$ cat src/rtl/dm_jtag_pkg.sv
// dm_jtag_pkg: shared DMI op/error/state types for the JTAG DTM access register
package dm_jtag_pkg;
  localparam int unsigned AbitsWDef = 7;
  localparam int unsigned DataWDef = 32;
  typedef enum logic [1:0] {Nop = 2'd0, Read = 2'd1, Write = 2'd2} dmi_op_e;
  typedef enum logic [1:0] {DmiNoError = 2'd0, DmiOpFailed = 2'd2, DmiBusy = 2'd3} dmi_error_e;
  typedef enum logic [2:0] {StIdle, StRead, StWaitRead, StWrite, StWaitWrite} dmi_dr_state_e;
  typedef struct packed {
    logic [AbitsWDef-1:0] addr;
    dmi_op_e op;
    logic [DataWDef-1:0] data;
  } dmi_req_t;
  typedef struct packed {
    logic [DataWDef-1:0] data;
    logic [1:0] resp;
  } dmi_resp_t;
endpackage

$ cat src/rtl/dmi_jtag_dr_if.sv
// dmi_jtag_dr_if: DMI request/response channel between the DTM and the debug module CDC FIFO
interface dmi_jtag_dr_if #(
  parameter int unsigned AbitsW = 7,
  parameter int unsigned DataW = 32
);
  logic req_valid;
  logic req_ready;
  logic [AbitsW-1:0] req_addr;
  logic [1:0] req_op;
  logic [DataW-1:0] req_data;
  logic resp_valid;
  logic resp_ready;
  logic [DataW-1:0] resp_data;
  logic [1:0] resp_resp;
  modport master (
    output req_valid, req_addr, req_op, req_data, resp_ready,
    input req_ready, resp_valid, resp_data, resp_resp
  );
  modport slave (
    input req_valid, req_addr, req_op, req_data, resp_ready,
    output req_ready, resp_valid, resp_data, resp_resp
  );
endinterface

$ cat src/rtl/dmi_jtag_dr.sv
// dmi_jtag_dr: DMIACCESS data register turning each Update-DR into one DMI handshake.
// Define DMI_JTAG_DR_TIMEOUT_EN to abort unanswered requests after TimeoutCycles.
module dmi_jtag_dr
  import dm_jtag_pkg::*;
#(
  parameter int unsigned AbitsW = 7,
  parameter int unsigned DataW = 32,
  parameter int unsigned TimeoutCycles = 255
) (
  input  logic tck_i,
  input  logic rst_i,
  input  logic test_logic_reset_i,
  input  logic dmi_access_i,
  input  logic capture_dr_i,
  input  logic shift_dr_i,
  input  logic update_dr_i,
  input  logic dmi_reset_i,
  input  logic dmi_tdi_i,
  output logic dmi_tdo_o,
  output logic [1:0] dmi_error_o,
  dmi_jtag_dr_if.master dmi
);
  localparam int unsigned W = AbitsW + DataW + 2;
  logic [W-1:0] dr_q;
  logic [AbitsW-1:0] addr_q;
  logic [DataW-1:0] data_q;
  logic [1:0] error_q;
  dmi_dr_state_e state_q;
  logic rst, capture, shift, update, busy, resp_hs, fail, timeout;
  assign rst = rst_i | test_logic_reset_i;
  assign capture = dmi_access_i & capture_dr_i;
  assign shift = dmi_access_i & shift_dr_i;
  assign update = dmi_access_i & update_dr_i;
  assign busy = (state_q != StIdle) & (capture | update);
  assign resp_hs = dmi.resp_ready & dmi.resp_valid;
  assign fail = (resp_hs & (dmi.resp_resp != 2'd0)) | timeout;
  assign dmi_tdo_o = dr_q[0];
  assign dmi_error_o = error_q;
  assign dmi.req_valid = (state_q == StRead) | (state_q == StWrite);
  assign dmi.resp_ready = (state_q == StWaitRead) | (state_q == StWaitWrite);
  assign dmi.req_addr = addr_q;
  assign dmi.req_data = data_q;
  assign dmi.req_op = state_q == StRead ? Read : state_q == StWrite ? Write : Nop;
`ifdef DMI_JTAG_DR_TIMEOUT_EN
  localparam int unsigned CntW = $clog2(TimeoutCycles + 1) > 8 ? $clog2(TimeoutCycles + 1) : 8;
  logic [CntW-1:0] cnt_q;
  assign timeout = dmi.resp_ready & ~dmi.resp_valid & (cnt_q == CntW'(TimeoutCycles - 1));
  // Held at zero outside the wait states, so it starts fresh on every entry.
  always_ff @(posedge tck_i) begin
    if (rst || !dmi.resp_ready) cnt_q <= '0;
    else cnt_q <= cnt_q + 1'b1;
  end
`else
  assign timeout = 1'b0;
`endif
  always_ff @(posedge tck_i) begin
    if (rst) begin
      dr_q <= '0;
      addr_q <= '0;
      data_q <= '0;
      error_q <= DmiNoError;
      state_q <= StIdle;
    end else begin
      if (capture) dr_q <= {addr_q, data_q, busy ? 2'(DmiBusy) : error_q};
      else if (shift) dr_q <= {dmi_tdi_i, dr_q[W-1:1]};
      // First error sticks until dmireset, which also beats a same-cycle error.
      if (dmi_reset_i) error_q <= DmiNoError;
      else if (error_q == DmiNoError && (busy || fail)) error_q <= busy ? DmiBusy : DmiOpFailed;
      case (state_q)
        StIdle: if (update && error_q == DmiNoError) begin
          if (dr_q[1:0] == Read) begin
            addr_q <= dr_q[W-1:DataW+2];
            state_q <= StRead;
          end else if (dr_q[1:0] == Write) begin
            addr_q <= dr_q[W-1:DataW+2];
            data_q <= dr_q[DataW+1:2];
            state_q <= StWrite;
          end
        end
        StRead: if (dmi.req_ready) state_q <= StWaitRead;
        StWrite: if (dmi.req_ready) state_q <= StWaitWrite;
        StWaitRead, StWaitWrite: if (dmi.resp_valid || timeout) begin
          if (state_q == StWaitRead && dmi.resp_valid) data_q <= dmi.resp_data;
          state_q <= StIdle;
        end
        default: state_q <= StIdle;
      endcase
    end
  end
endmodule

$ cat src/flat_wrapper.sv
// flat-port wrapper written by rule: the top's interface ports become plain ports
module dmi_jtag_dr_flat import dm_jtag_pkg::*;
#(
  parameter int unsigned AbitsW = 7,
  parameter int unsigned DataW = 32,
  parameter int unsigned TimeoutCycles = 255
)
  (tck_i, rst_i, test_logic_reset_i, dmi_access_i, capture_dr_i, shift_dr_i, update_dr_i, dmi_reset_i, dmi_tdi_i, dmi_tdo_o, dmi_error_o, dmi_req_valid, dmi_req_addr, dmi_req_op, dmi_req_data, dmi_resp_ready, dmi_req_ready, dmi_resp_valid, dmi_resp_data, dmi_resp_resp);
  dmi_jtag_dr_if #(.AbitsW(AbitsW), .DataW(DataW)) dmi_i ();
  input  logic tck_i;
  input  logic rst_i;
  input  logic test_logic_reset_i;
  input  logic dmi_access_i;
  input  logic capture_dr_i;
  input  logic shift_dr_i;
  input  logic update_dr_i;
  input  logic dmi_reset_i;
  input  logic dmi_tdi_i;
  output logic dmi_tdo_o;
  output logic [1:0] dmi_error_o;
  output wire logic [$bits(dmi_i.req_valid)-1:0] dmi_req_valid;
  output wire logic [$bits(dmi_i.req_addr)-1:0] dmi_req_addr;
  output wire logic [$bits(dmi_i.req_op)-1:0] dmi_req_op;
  output wire logic [$bits(dmi_i.req_data)-1:0] dmi_req_data;
  output wire logic [$bits(dmi_i.resp_ready)-1:0] dmi_resp_ready;
  input wire logic [$bits(dmi_i.req_ready)-1:0] dmi_req_ready;
  input wire logic [$bits(dmi_i.resp_valid)-1:0] dmi_resp_valid;
  input wire logic [$bits(dmi_i.resp_data)-1:0] dmi_resp_data;
  input wire logic [$bits(dmi_i.resp_resp)-1:0] dmi_resp_resp;
  assign dmi_req_valid = dmi_i.req_valid;
  assign dmi_req_addr = dmi_i.req_addr;
  assign dmi_req_op = dmi_i.req_op;
  assign dmi_req_data = dmi_i.req_data;
  assign dmi_resp_ready = dmi_i.resp_ready;
  assign dmi_i.req_ready = dmi_req_ready;
  assign dmi_i.resp_valid = dmi_resp_valid;
  assign dmi_i.resp_data = dmi_resp_data;
  assign dmi_i.resp_resp = dmi_resp_resp;
  dmi_jtag_dr #(.AbitsW(AbitsW), .DataW(DataW), .TimeoutCycles(TimeoutCycles)) u_core (.tck_i(tck_i), .rst_i(rst_i), .test_logic_reset_i(test_logic_reset_i), .dmi_access_i(dmi_access_i), .capture_dr_i(capture_dr_i), .shift_dr_i(shift_dr_i), .update_dr_i(update_dr_i), .dmi_reset_i(dmi_reset_i), .dmi_tdi_i(dmi_tdi_i), .dmi_tdo_o(dmi_tdo_o), .dmi_error_o(dmi_error_o), .dmi(dmi_i));
endmodule
$ cat config.mk
export PLATFORM = sky130hd
export DESIGN_NAME = dmi_jtag_dr_flat
export DESIGN_NICKNAME = d
export VERILOG_FILES = /design/src/rtl/dm_jtag_pkg.sv /design/src/rtl/dmi_jtag_dr_if.sv /design/src/rtl/dmi_jtag_dr.sv /design/src/flat_wrapper.sv
export SDC_FILE = /design/constraint.sdc
export NUM_CORES = 1
export LEC_CHECK = 0
export ABC_CLOCK_PERIOD_IN_PS = 4500
export CAP_MARGIN = 15
export CORE_MARGIN = 10
export CORE_UTILIZATION = 50
export CTS_CLUSTER_DIAMETER = 100
export DETAILED_ROUTE_END_ITERATION = 7
export PLACE_DENSITY = 0.8
export SLEW_MARGIN = 0
export SYNTH_ARGS = -nofsm -noshare
export SYNTH_HDL_FRONTEND = slang
export SYNTH_SLANG_ARGS = --single-unit
$ cat constraint.sdc
create_clock -name tck_i -period 4.5 [get_ports tck_i]
set_input_delay 0.675 -clock tck_i [delete_from_list [all_inputs] [get_ports tck_i]]
set_output_delay 0.675 -clock tck_i [all_outputs]
set_load 0.05 [all_outputs]
==> results_dict.tcl <==
set metrics [dict create \
    worstSetupStartpointType "flip-flop" \
    status "completed" \
    root_buffer "clkbuf_8" \
    syn_area_um2 4020 \
    period_minus_slack_ns 3.03 \
    fmax_mhz 330 \
    initial_core_util_pct 51.7 \
    hp-start "u_core.dmi.req_data[6]$_SDFFE_PP0P_" \
    synth_top_cell_by_area "dfxtp_1" \
    hold_end "u_core.dmi.req_data[6]$_SDFFE_PP0P_" \
    die_h_um 110 \
    fin_ws_ns 1.47 \
    fin_cells 657 \
    overflow 0 \
    syn_area_per_cell_um2 8.16 \
    drtIter0Drc 287 \
    synth.ff_latch_count 85 \
    power_mw 1.54 \
    holdPathStages 2 \
    synth_area_leaders "dfxtp_1 42%, mux2i_1 10%, o21ai_0 10%" \
    die_area_um2 12000 \
    critical_path_class "reg2out" \
    io_pins 91 \
    fp-row-count 32 \
    tightestPinTransition_ns 1.13 \
    synth_top_area_share_pct 42.4 \
    hold_path_class "reg2reg" \
    rr_startpoint "u_core.state_q[1]$_SDFFE_PP0P_" \
    cts_hold_buf 0 \
    seq_area_um2 1700 \
    num_antenna_cells 0 \
    cp_max_fo 22 \
    dp_cells 642 \
    dp.final_hpwl_um 7310 \
    cts_tree "built" \
    startpoint "u_core.state_q[1]$_SDFFE_PP0P_" \
    combinationalPowerShare_pct 12.1 \
    setup_viol 0 \
    drc 0 \
    p_leak_nw 1.66 \
    cts_sinks 85 \
    antenna_found_initial 0 \
    post-route-util_pct 65.3 \
    avgViaCountPerCell 5.81 \
    core_um2 7770 \
    drive_gt1_share_pct 5.59 \
    endpoint_kind "output port" \
    postCtsSetupBuffers 0 \
    grt_pass1_vias 3662 \
    seq_power_share_pct 51.0 \
    p_int_mw 1.16 \
    htreeDepth 3 \
    ff2ff_path_depth 5 \
    grt_pass1_wl_um 18800 \
    yosys_most_used_dff "dfxtp_1" \
    post_cts_resize_count 0 \
    synthTopCellsByCount "85 x dfxtp_1, 80 x o21ai_0, 77 x a21oi_1" \
    worstReg2RegEnd "u_core.dmi.req_data[2]$_SDFFE_PP0P_" \
    cp_data_arrival_time_ns 2.36 \
    finalCritPeriodShare_pct 67.4 \
    synth_edf_count 0 \
    wirelength_um 11700 \
    port_buffers 90 \
    hold_viol 0 \
    synth.net_count 539 \
    finalMaxSlewViolations 0 \
    worst-path-buf-inv 2 \
    crit_required_ns 3.83 \
    placed_area_um2 4850 \
    critical_path.top_delay_family "buffers and inverters" \
    pwr-share-clk_pct 36.9 \
    power.density_nw_per_um2 303 \
    drv_cap 0 \
    final.setup.tns_ns 0 \
    crit_chain "buf_4 -> nor2b_1 -> clkdlybuf4s50_1" \
    slew_headroom_pct 24.6 \
    p_sw_uw 382 \
    rsz0062_at_grt "no" \
    ys_seq_area_share_pct 42.4 \
    fill_cells 661 \
    synthCells 492 \
    synth.distinct_cells 31 \
    vias 3817 \
    switching_share_pct 24.9 \
    place_ws_ns 1.48 \
    clk_path_buf_depth 2 \
    clkLatencyLatePin_ns 0.35 \
    rrSetupSlack_ns 2.06 \
    gp_congestion 0.782 \
    clkSlewWorstSetupHoldPaths_ns 0.08 \
    slowest_stage "clkdlybuf4s50_1" \
    final_area_um2 5070 \
    fin_skew_ns 0.00917 \
    vdd_drop_max_v 0.000153 \
    die_x_um 110 \
    multiInputGateArea_um2 2050 \
    numCtsBuffers 9 \
    postRouteAntennaNets 0 \
    synth.most_common_cell "dfxtp_1" \
    drt-pass1-iter-count 5 \
    grt_max_degree 45 \
    grt.total_usage_pct 19.2 \
    wl_per_cell_um 17.9 \
    area_delta_synth_final_pct 26.2 \
    fin_nets 599 \
    yosys_warnings 0 \
    whs_ns 0.537 \
    synthArstFlopShare_pct 0 \
    max_stage_delay_ns 0.72 \
]
cells in the final DEF, fill, tap and decap left out, drive strengths merged, types with 2 or more instances in the layout:
master / instances
a211oi: 34
a21oi: 77
and2: 2
buf: 10
bufinv: 2
clkbuf: 10
clkdlybuf4s50: 88
clkinvlp: 2
dfxtp: 85
ha: 2
inv: 6
mux2i: 41
nand2: 42
nor2: 52
nor3: 6
nor4b: 2
o21ai: 80
o31ai: 2
state kept, by name, summed over array words and instances (netlist names):
register,flops
u_core.dmi.req_data,32
u_core.dr_q,41
u_core.dmi_error_o,2
u_core.state_q,3
u_core.dmi.req_addr,7
worst max-delay path by stage:
| stage | depth (start not counted) | to | slack (ns) |
|---|---|---|---|
| 2_1_floorplan | 3 | dmi_req_op[0] | 2.12 |
| 3_3_place_gp | 6 | u_core.dmi.req_data[4]$_SDFFE_PP0P_ | 1.55 |
| 3_5_place_dp | 6 | u_core.dmi.req_data[2]$_SDFFE_PP0P_ | 1.48 |
| 4_1_cts | 3 | dmi_req_op[0] | 1.48 |
| 5_1_grt | 3 | dmi_req_op[0] | 1.39 |
| 6_report | 3 | dmi_req_op[0] | 1.47 |
worst register-to-register path, stage by stage, from the launching register on:
cell      delay (ns)
dfxtp_2         0.71
nand2_1         0.21
o41ai_4         0.10
and2_1          0.83
buf_4           0.33
a211oi_1        0.10
layer usage:
layer,wire [um],track usage (%),vias up
met4,70,4.28,0
met5,0,0,-
met3,1040,5.03,8
met2,5510,30.5,172
li1,-,-,1853
met1,5120,25.5,1784
area by class of cell:
type                       count  area share [%]
clock buffer                  10            2.52
tap                          102            2.52
multi-input combinational    352            40.5
inverter                       6           0.444
sequential                    85            33.6
timing repair buffer          98            18.9
clock inverter                 4            1.48
kinds of logic after synthesis:
family,synth area share (%)
simple gates,12.2
buf+inv,6.60
fa+ha+maj,0.623
compound gates,27.8
xor+xnor,0.218
mux,10.2
flops,42.4
power groups by stage:
| stage | clock network (mW) | logic [mW] | registers, mW |
|---|---|---|---|
| after CTS | 0.572 | 0.184 | 0.783 |
| after floorplan | 0 | 0.106 | 0.805 |
| after global routing | 0.598 | 0.206 | 0.786 |
| final | 0.568 | 0.186 | 0.784 |
| after global placement | 0 | 0.178 | 0.800 |
| after detailed placement | 0 | 0.182 | 0.801 |
Note: power is estimated with default switching activity, not from simulation.
